### config.mk
export PLATFORM = sky130hd
export DESIGN_NAME = instr_fetch_unit
export DESIGN_NICKNAME = d
export VERILOG_FILES = /design/src/rtl/instr_fetch_unit.sv
export SDC_FILE = /design/constraint.sdc
export NUM_CORES = 1
export LEC_CHECK = 0
export CAP_MARGIN = 20
export CORE_MARGIN = 2
export CORE_UTILIZATION = 40
export CTS_CLUSTER_SIZE = 14
export DETAILED_ROUTE_END_ITERATION = 8
export HOLD_SLACK_MARGIN = 0.15
export PLACE_DENSITY = 0.72
export SYNTH_ARGS = -nofsm -noshare
export SYNTH_HDL_FRONTEND = slang
export SYNTH_SLANG_ARGS = --single-unit
### constraint.sdc
create_clock -name clk -period 3.9 [get_ports clk]
set_input_delay 0.585 -clock clk [delete_from_list [all_inputs] [get_ports clk]]
set_output_delay 0.585 -clock clk [all_outputs]
set_load 0.01 [all_outputs]
### src/rtl/instr_fetch_unit.sv
// Instruction fetch stage: owns the fetch PC, issues in-order req/gnt reads to imem, and buffers
// returned words in a prefetch FIFO whose head (word, PC, op, funct) feeds the decoder.
module instr_fetch_unit #(
  parameter logic [31:0] RESET_PC = 32'h0000_0000,
  parameter int          DEPTH    = 2
) (
  input  logic        clk,
  input  logic        reset,
  output logic        imem_req,
  output logic [31:0] imem_addr,
  input  logic        imem_gnt,
  input  logic        imem_rvalid,
  input  logic [31:0] imem_rdata,
  input  logic        redirect,
  input  logic [31:0] redirect_pc,
  output logic        instr_valid,
  input  logic        instr_ready,
  output logic [31:0] instr,
  output logic [31:0] instr_pc,
  output logic [5:0]  op,
  output logic [5:0]  funct
);

  localparam int AW = $clog2(DEPTH);
  localparam int CW = $clog2(DEPTH + 1);
  localparam int SW = CW + 2;
  localparam logic [SW-1:0] DEPTH_S = SW'(DEPTH);
  localparam logic [CW-1:0] ZERO_C  = CW'(0);
  localparam logic [CW-1:0] ONE_C   = CW'(1);
  localparam logic [AW-1:0] ZERO_A  = AW'(0);
  localparam logic [AW-1:0] ONE_A   = AW'(1);

  logic [31:0]   fpc, fpc_nxt;
  logic [31:0]   dpc, dpc_nxt;
  logic [31:0]   mem [DEPTH];
  logic [AW-1:0] rd_ptr, rd_ptr_nxt;
  logic [AW-1:0] wr_ptr, wr_ptr_nxt;
  logic [CW-1:0] count, count_nxt;
  logic [CW-1:0] live, live_nxt;
  logic [CW-1:0] drop, drop_nxt;
  logic [CW:0]   flush_drop;
  logic [SW-1:0] used;
  logic          grant;
  logic          push;
  logic          pop;

  // Every buffered, in-flight or to-be-dropped word holds one credit, so the FIFO can never overflow.
  assign used        = SW'(count) + SW'(live) + SW'(drop);
  assign imem_req    = reset & ~redirect & (used < DEPTH_S);
  assign imem_addr   = fpc;
  assign grant       = imem_req & imem_gnt;
  assign push        = imem_rvalid & (drop == ZERO_C) & (live != ZERO_C) & ~redirect;
  assign instr_valid = (count != ZERO_C);
  assign pop         = instr_valid & instr_ready & ~redirect;
  assign instr       = instr_valid ? mem[rd_ptr] : 32'h0000_0000;
  assign instr_pc    = dpc;
  assign op          = instr[31:26];
  assign funct       = instr[5:0];
  assign flush_drop  = {1'b0, drop} + {1'b0, live};

  // Next-state: redirect flushes the FIFO and turns every in-flight fetch into a dropped one.
  always_comb begin
    fpc_nxt    = fpc;
    dpc_nxt    = dpc;
    rd_ptr_nxt = rd_ptr;
    wr_ptr_nxt = wr_ptr;
    count_nxt  = count;
    live_nxt   = live;
    drop_nxt   = drop;
    if (redirect) begin
      fpc_nxt    = redirect_pc;
      dpc_nxt    = redirect_pc;
      rd_ptr_nxt = ZERO_A;
      wr_ptr_nxt = ZERO_A;
      count_nxt  = ZERO_C;
      live_nxt   = ZERO_C;
      if (imem_rvalid && (flush_drop != (CW+1)'(0))) begin
        drop_nxt = CW'(flush_drop - (CW+1)'(1));
      end else begin
        drop_nxt = CW'(flush_drop);
      end
    end else begin
      fpc_nxt    = grant ? (fpc + 32'd4) : fpc;
      dpc_nxt    = pop ? (dpc + 32'd4) : dpc;
      rd_ptr_nxt = pop ? (rd_ptr + ONE_A) : rd_ptr;
      wr_ptr_nxt = push ? (wr_ptr + ONE_A) : wr_ptr;
      count_nxt  = count + (push ? ONE_C : ZERO_C) - (pop ? ONE_C : ZERO_C);
      live_nxt   = live + (grant ? ONE_C : ZERO_C) - (push ? ONE_C : ZERO_C);
      if (imem_rvalid && (drop != ZERO_C)) begin
        drop_nxt = drop - ONE_C;
      end else begin
        drop_nxt = drop;
      end
    end
  end

  // Control state registers.
  always_ff @(posedge clk or negedge reset) begin
    if (!reset) begin
      fpc    <= RESET_PC;
      dpc    <= RESET_PC;
      rd_ptr <= ZERO_A;
      wr_ptr <= ZERO_A;
      count  <= ZERO_C;
      live   <= ZERO_C;
      drop   <= ZERO_C;
    end else begin
      fpc    <= fpc_nxt;
      dpc    <= dpc_nxt;
      rd_ptr <= rd_ptr_nxt;
      wr_ptr <= wr_ptr_nxt;
      count  <= count_nxt;
      live   <= live_nxt;
      drop   <= drop_nxt;
    end
  end

  // Prefetch FIFO storage; rdata is registered here, never passed straight through to instr.
  always_ff @(posedge clk or negedge reset) begin
    if (!reset) begin
      for (int i = 0; i < DEPTH; i++) begin
        mem[i] <= 32'h0000_0000;
      end
    end else if (push) begin
      mem[wr_ptr] <= imem_rdata;
    end else begin
      mem[wr_ptr] <= mem[wr_ptr];
    end
  end

  // A response must belong to an outstanding or dropping grant; a push into a full FIFO needs a pop.
  a_rvalid_outstanding: assert property (@(posedge clk) disable iff (!reset)
    imem_rvalid |-> ((live != ZERO_C) || (drop != ZERO_C)));
  a_no_overflow: assert property (@(posedge clk) disable iff (!reset)
    !(push && !pop && (count == CW'(DEPTH))));

endmodule

==> results.json, run 1 <==
{
  "maxSlewHeadroom": 0.376,
  "grt_usage": 0.201,
  "synth_edf_count": 0,
  "drt_iter0_drc": 284,
  "r2r-end": "live[1]",
  "rsz0062_at_grt": "no",
  "period_share": 0.844,
  "cts_resized": 0,
  "antenna_cells": 0,
  "clk_pin_slew_ns": 0.06,
  "synth_area_um2": 7050,
  "required_ns": 3.31,
  "power_frac_comb": 0.204,
  "ios": 180,
  "grt_max_degree": 71,
  "synth_area_leaders": "dfrtp_1 (48%), mux2_2 (11%), mux2i_1 (4.5%), nor2_1 (3.4%), o21ai_0 (3.1%)",
  "drt_wl_total_um": 18200,
  "max_stage_delay_ns": 0.55,
  "cts_buffers": 17,
  "fp.dieH_um": 137,
  "synth_top_cell_area_share": 0.483,
  "cp_common_cell": "inv_1",
  "syn_nets": 753,
  "grt_pass1_wl_um": 29000,
  "crit_family": "adder cells",
  "hp-class": "input port to asynchronous set/reset pin",
  "start_util": 0.409,
  "setup_violations": 0,
  "drc": 0,
  "cp_slowest_cell": "clkdlybuf4s50_1",
  "synth_area_per_cell_um2": 10.5,
  "status": "completed",
  "clock_skew_ns": 0.00788,
  "synth_cell_type_count": 51,
  "whs_ns": 0.392,
  "endpoint_kind": "primary output",
  "finalSetupTns_ns": 0,
  "min_period_ns": 3.29,
  "rrSetupSlack_ns": 0.81,
  "crit_chain": "inv_1 > fa_1 > inv_1 > ha_1 > nand4bb_4 > nor2_1 > clkdlybuf4s50_1",
  "first_pass_iters": 4,
  "cap_violations": 0,
  "ctsLongestPathBuffers": 2,
  "cts_tree": "built",
  "cp.depth": 7,
  "root_buffer": "clkbuf_16",
  "wire_per_inst_um": 17.0,
  "cp-start-kind": "flop",
  "dr_total_vias": 5679,
  "synth-async-reset-ratio": 1.00,
  "reg2reg_from": "count[1]",
  "r2r_cells": 13,
  "hold_violations": 0,
  "max_slew.worst_pin.slew_ns": 0.932,
  "seqPwrFrac": 0.418,
  "p_clk_frac": 0.378,
  "cp_max_fo": 4,
  "arrival_ns": 2.71,
  "antenna_found_initial": 0,
  "switchingPower_mw": 1.23,
  "syn_inst": 670,
  "ys.flop_type": "dfrtp_1",
  "dp_hpwl_um": 12700,
  "drive_gt1_frac": 0.157,
  "synth-seq-area-share": 0.483,
  "leakage_nw": 3.93,
  "timing.fmax_ghz": 0.304,
  "routed_via_density": 5.30,
  "die_x_um": 137,
  "p_sw_frac": 0.288,
  "yosys.area.top_type": "dfrtp_1",
  "grt_pass1_vias": 5580,
  "nets": 917,
  "critPathKind": "flop to primary output",
  "slew_violations": 0,
  "coreArea_um2": 17200,
  "ant_nets": 0,
  "cts_max_level": 4,
  "grt-ovfl-total": 0,
  "hold_buffers": 0,
  "gp_congestion": 0.850,
  "yosysWarnings": 0,
  "post_cts_buffers": 0,
  "io_buffers": 179,
  "dieArea_um2": 18700,
  "rows": 48,
  "area_delta_synth_final_pct": 35.8,
  "path_buf_inv": 3,
  "p_per_area_nw_per_um2": 447,
  "clk_latency_ns": 0.42,
  "ys_ff_latch": 136,
  "ir_drop_uv": 325,
  "p_int_mw": 3.05,
  "clock-sinks": 136
}
-- cell families after synthesis --
kind of cell               after synthesis  share of synthesized area
xor gates and xnor gates                35                     0.0435
adders and majority gates               13                     0.0252
and+or+nand+nor                        221                      0.163
buffers and inverters                   69                     0.0453
AOI/OAI and AO/OA                       96                     0.0859
DFF                                    136                      0.483
muxes                                  100                      0.154
-- routing by layer --
layer / wire length [um] / GRT usage
met3: 1620 / 0.0700
met5: 0 / 0
met4: 204 / 0.0521
met1: 8020 / 0.260
met2: 8340 / 0.322
-- power groups by stage --
stage          Combinational (mW)  Sequential [mW]  Clock [mW]
6_report                    0.873             1.79        1.62
3_3_place_gp                0.859             1.80           0
3_5_place_dp                0.878             1.81           0
5_1_grt                     0.969             1.82        1.72
2_1_floorplan               0.482             1.80           0
4_1_cts                     0.884             1.79        1.65
-- cell usage after synthesis, types with 3 or more instances --
cell type	instances
a31o_2	4
and3_1	7
or3_1	4
nor2b_1	3
dfrtp_1	136
o211ai_1	12
nand3_1	32
nor4_1	3
a21oi_1	6
or4_1	3
xor2_1	19
nor3_1	6
clkbuf_1	23
inv_1	22
o311ai_0	11
and2_1	6
nand2_1	54
xnor2_1	16
a31oi_1	9
buf_4	13
and4_1	3
ha_1	11
nor2_1	63
o21ai_0	44
nand4_1	22
mux2i_1	32
buf_2	9
mux2_2	68
-- area by class of cell --
cell class,count,area [um^2]
Multi-Input combinational cell,465,3330
Tap cell,225,282
Clock buffer,17,425
Sequential cell,136,3400
Fill cell,1525,7660
Clock inverter,15,166
Timing Repair Buffer,190,1870
Inverter,24,90.1
-- per-stage QoR --
step | utilization | setup WS [ns] | total power [mW] | std cells | area (um^2)
6_report | 0.555 | 0.609 | 4.28 | 1072 | 9570
4_1_cts | 0.555 | 0.570 | 4.32 | 1072 | 9570
3_3_place_gp | 0.521 | 0.903 | 2.66 | 1040 | 8980
2_1_floorplan | - | 0.756 | 2.28 | 670 | 7050
5_1_grt | 0.555 | 0.473 | 4.51 | 1072 | 9570
3_5_place_dp | 0.521 | 0.811 | 2.69 | 1040 | 8980
-- cell usage in the layout (no fill, tap or decap), types with 12 or more instances in the layout --
cell             instances
clkbuf_16               17
clkdlybuf4s50_1        177
dfrtp_1                135
inv_1                   22
mux2_2                  68
mux2i_1                 32
nand2_1                 54
nand3_1                 32
nand4_1                 22
nor2_1                  61
o211ai_1                12
o21ai_0                 44
xnor2_1                 16
xor2_1                  19
-- worst register-to-register path, delay by kind of cell, from the launching register on --
family                     cells  cell delay, ns
and+or+nand+nor                3            0.60
xor gates and xnor gates       2            0.34
DFF                            1            0.39
adders and majority gates      4            1.32
buffers and inverters          4            0.32
-- registers in the layout, indices dropped and copies added (netlist names) --
register and flops:
imem_addr 32, live 2, mem 64, drop 2
count 2, instr_pc 32, rd_ptr 1, wr_ptr 1
-- worst max-delay path by stage --
stage	from	endpoint
after detailed placement	count[1]	live[1]
after global routing	count[1]	imem_req
final	count[1]	imem_req
after CTS	count[1]	imem_req
after global placement	count[1]	live[1]
after floorplan	count[1]	live[1]
(Power assumes the default switching activity.)
==> inputs of run 2 (changes only) <==
Clock period 3.9 ns to 3.4 ns, I/O delays scaled along.
==> results.json, run 2 (synthesized netlist as in run 1, its figures left out) <==
{
  "status": "completed",
  "io_buffers": 179,
  "finalSetupTns_ns": 0,
  "power_frac_comb": 0.204,
  "cts_resized": 0,
  "die_x_um": 137,
  "p_sw_frac": 0.281,
  "min_period_ns": 3.23,
  "antenna_found_initial": 0,
  "ios": 180,
  "rsz0062_at_grt": "no",
  "cap_violations": 0,
  "period_share": 0.949,
  "drt_iter0_drc": 308,
  "dieArea_um2": 18700,
  "wire_per_inst_um": 16.9,
  "maxSlewHeadroom": 0.408,
  "seqPwrFrac": 0.417,
  "cp_slowest_cell": "fa_1",
  "cp-start-kind": "flop",
  "clock-sinks": 136,
  "dp_cells": 1045,
  "top_register": "mem",
  "dp_slack_ns": 0.521,
  "switchingPower_mw": 1.38,
  "ant_nets": 0,
  "path_buf_inv": 3,
  "arrival_ns": 2.72,
  "dp_hpwl_um": 12800,
  "max_slew.worst_pin.slew_ns": 0.888,
  "routed_via_density": 5.31,
  "coreArea_um2": 17200,
  "first_pass_iters": 5,
  "setup_violations": 0,
  "cp_max_fo": 4,
  "gp_congestion": 0.839,
  "final_common_cell": "clkdlybuf4s50_1",
  "p_int_mw": 3.53,
  "crit_family": "adder cells",
  "drive_gt1_frac": 0.162,
  "leakage_nw": 3.95,
  "fillers": 1524,
  "clock_skew_ns": 0.00748,
  "drt_wl_total_um": 18200,
  "multi_input_area_um2": 3330,
  "crit_start": "count[1]",
  "p_clk_frac": 0.379,
  "hp-class": "input port to asynchronous set/reset pin",
  "clk_latency_ns": 0.42,
  "slew_violations": 0,
  "cts_max_level": 4,
  "final_cell_mix": "clkdlybuf4s50_1 (177), dfrtp_1 (135), mux2_2 (68)",
  "antenna_cells": 0,
  "cp_common_cell": "inv_1",
  "hold_buffers": 0,
  "grt_max_degree": 71,
  "max_stage_delay_ns": 0.55,
  "rows": 48,
  "area_delta_synth_final_pct": 36.5,
  "timing.fmax_ghz": 0.310,
  "seqCellArea_um2": 3400,
  "endpoint_kind": "primary output",
  "dr_total_vias": 5721,
  "grt_pass1_wl_um": 28800,
  "required_ns": 2.89,
  "grt_pass1_vias": 5549,
  "root_buffer": "clkbuf_16",
  "largest_reg_flops": 64,
  "post_cts_buffers": 0,
  "final_cells": 1077,
  "nets": 922,
  "ir_drop_uv": 398,
  "cts_tree": "built",
  "grt_usage": 0.199,
  "crit_chain": "inv_1 > fa_1 > inv_1 > ha_1 > nand4bb_4 > nor2_1 > clkdlybuf4s50_1",
  "hold_violations": 0,
  "reg2reg_from": "count[1]",
  "critPathKind": "flop to primary output",
  "fp.dieH_um": 137,
  "drc": 0,
  "start_util": 0.409,
  "p_per_area_nw_per_um2": 511,
  "post-route-util": 0.558,
  "grt-ovfl-total": 0,
  "fin_ws_ns": 0.174,
  "clk_pin_slew_ns": 0.06,
  "ctsLongestPathBuffers": 2,
  "cts_buffers": 17
}
-- run 2: cell types whose count changed in the layout (fill, tap and decap cells not counted), sizes merged --
cell      delta
inv          -2
clkinvlp     +1
clkbuf       +2
clkinv       -1
buf          +5
-- run 2: per-layer routing --
metal  routed length, um  track usage  up-vias
li1                    -            -     2719
met1                8240        0.267     2775
met2                8160        0.303      203
met3                1470       0.0656       24
met4                 320       0.0660        0
met5                   0            0        -
-- run 2: final timing paths --
kind	end	slack (ns)	cells past startpoint
setup / recovery	imem_req	0.17	7
hold / removal	mem[22]	0.31	2
setup reg to reg	imem_addr[26]	0.52	9
hold reg to reg	mem[33]	0.50	1
max in group asynchronous	rd_ptr	1.63	3
min in group clk	wr_ptr	0.49	2
-- run 2: final cells by class --
| type | instances | share of cell area |
|---|---|---|
| clock buffers | 19 | 0.0471 |
| clock inverters | 13 | 0.0150 |
| inverters | 24 | 0.00937 |
| multi-input cells | 465 | 0.347 |
| flip-flops and latches | 136 | 0.354 |
| well taps | 225 | 0.0293 |
| repair buffers | 195 | 0.198 |
-- run 2: power groups by stage --
stage | Combinational (mW) | Clock, mW | Sequential [mW]
finish | 1.00 | 1.86 | 2.05
global route | 1.12 | 1.98 | 2.09
CTS | 1.02 | 1.90 | 2.05
detailed placement | 1.01 | 0 | 2.07
global placement | 0.992 | 0 | 2.07
floorplan | 0.553 | 0 | 2.06
-- run 2: stage by stage --
step | power, mW | hold WS [ns] | instance area (um^2)
finish | 4.91 | 0.311 | 9620
global route | 5.19 | 0.389 | 9620
CTS | 4.96 | 0.333 | 9620
detailed placement | 3.08 | 0.495 | 9020
global placement | 3.06 | 0.489 | 9020
floorplan | 2.61 | 0.214 | 7050
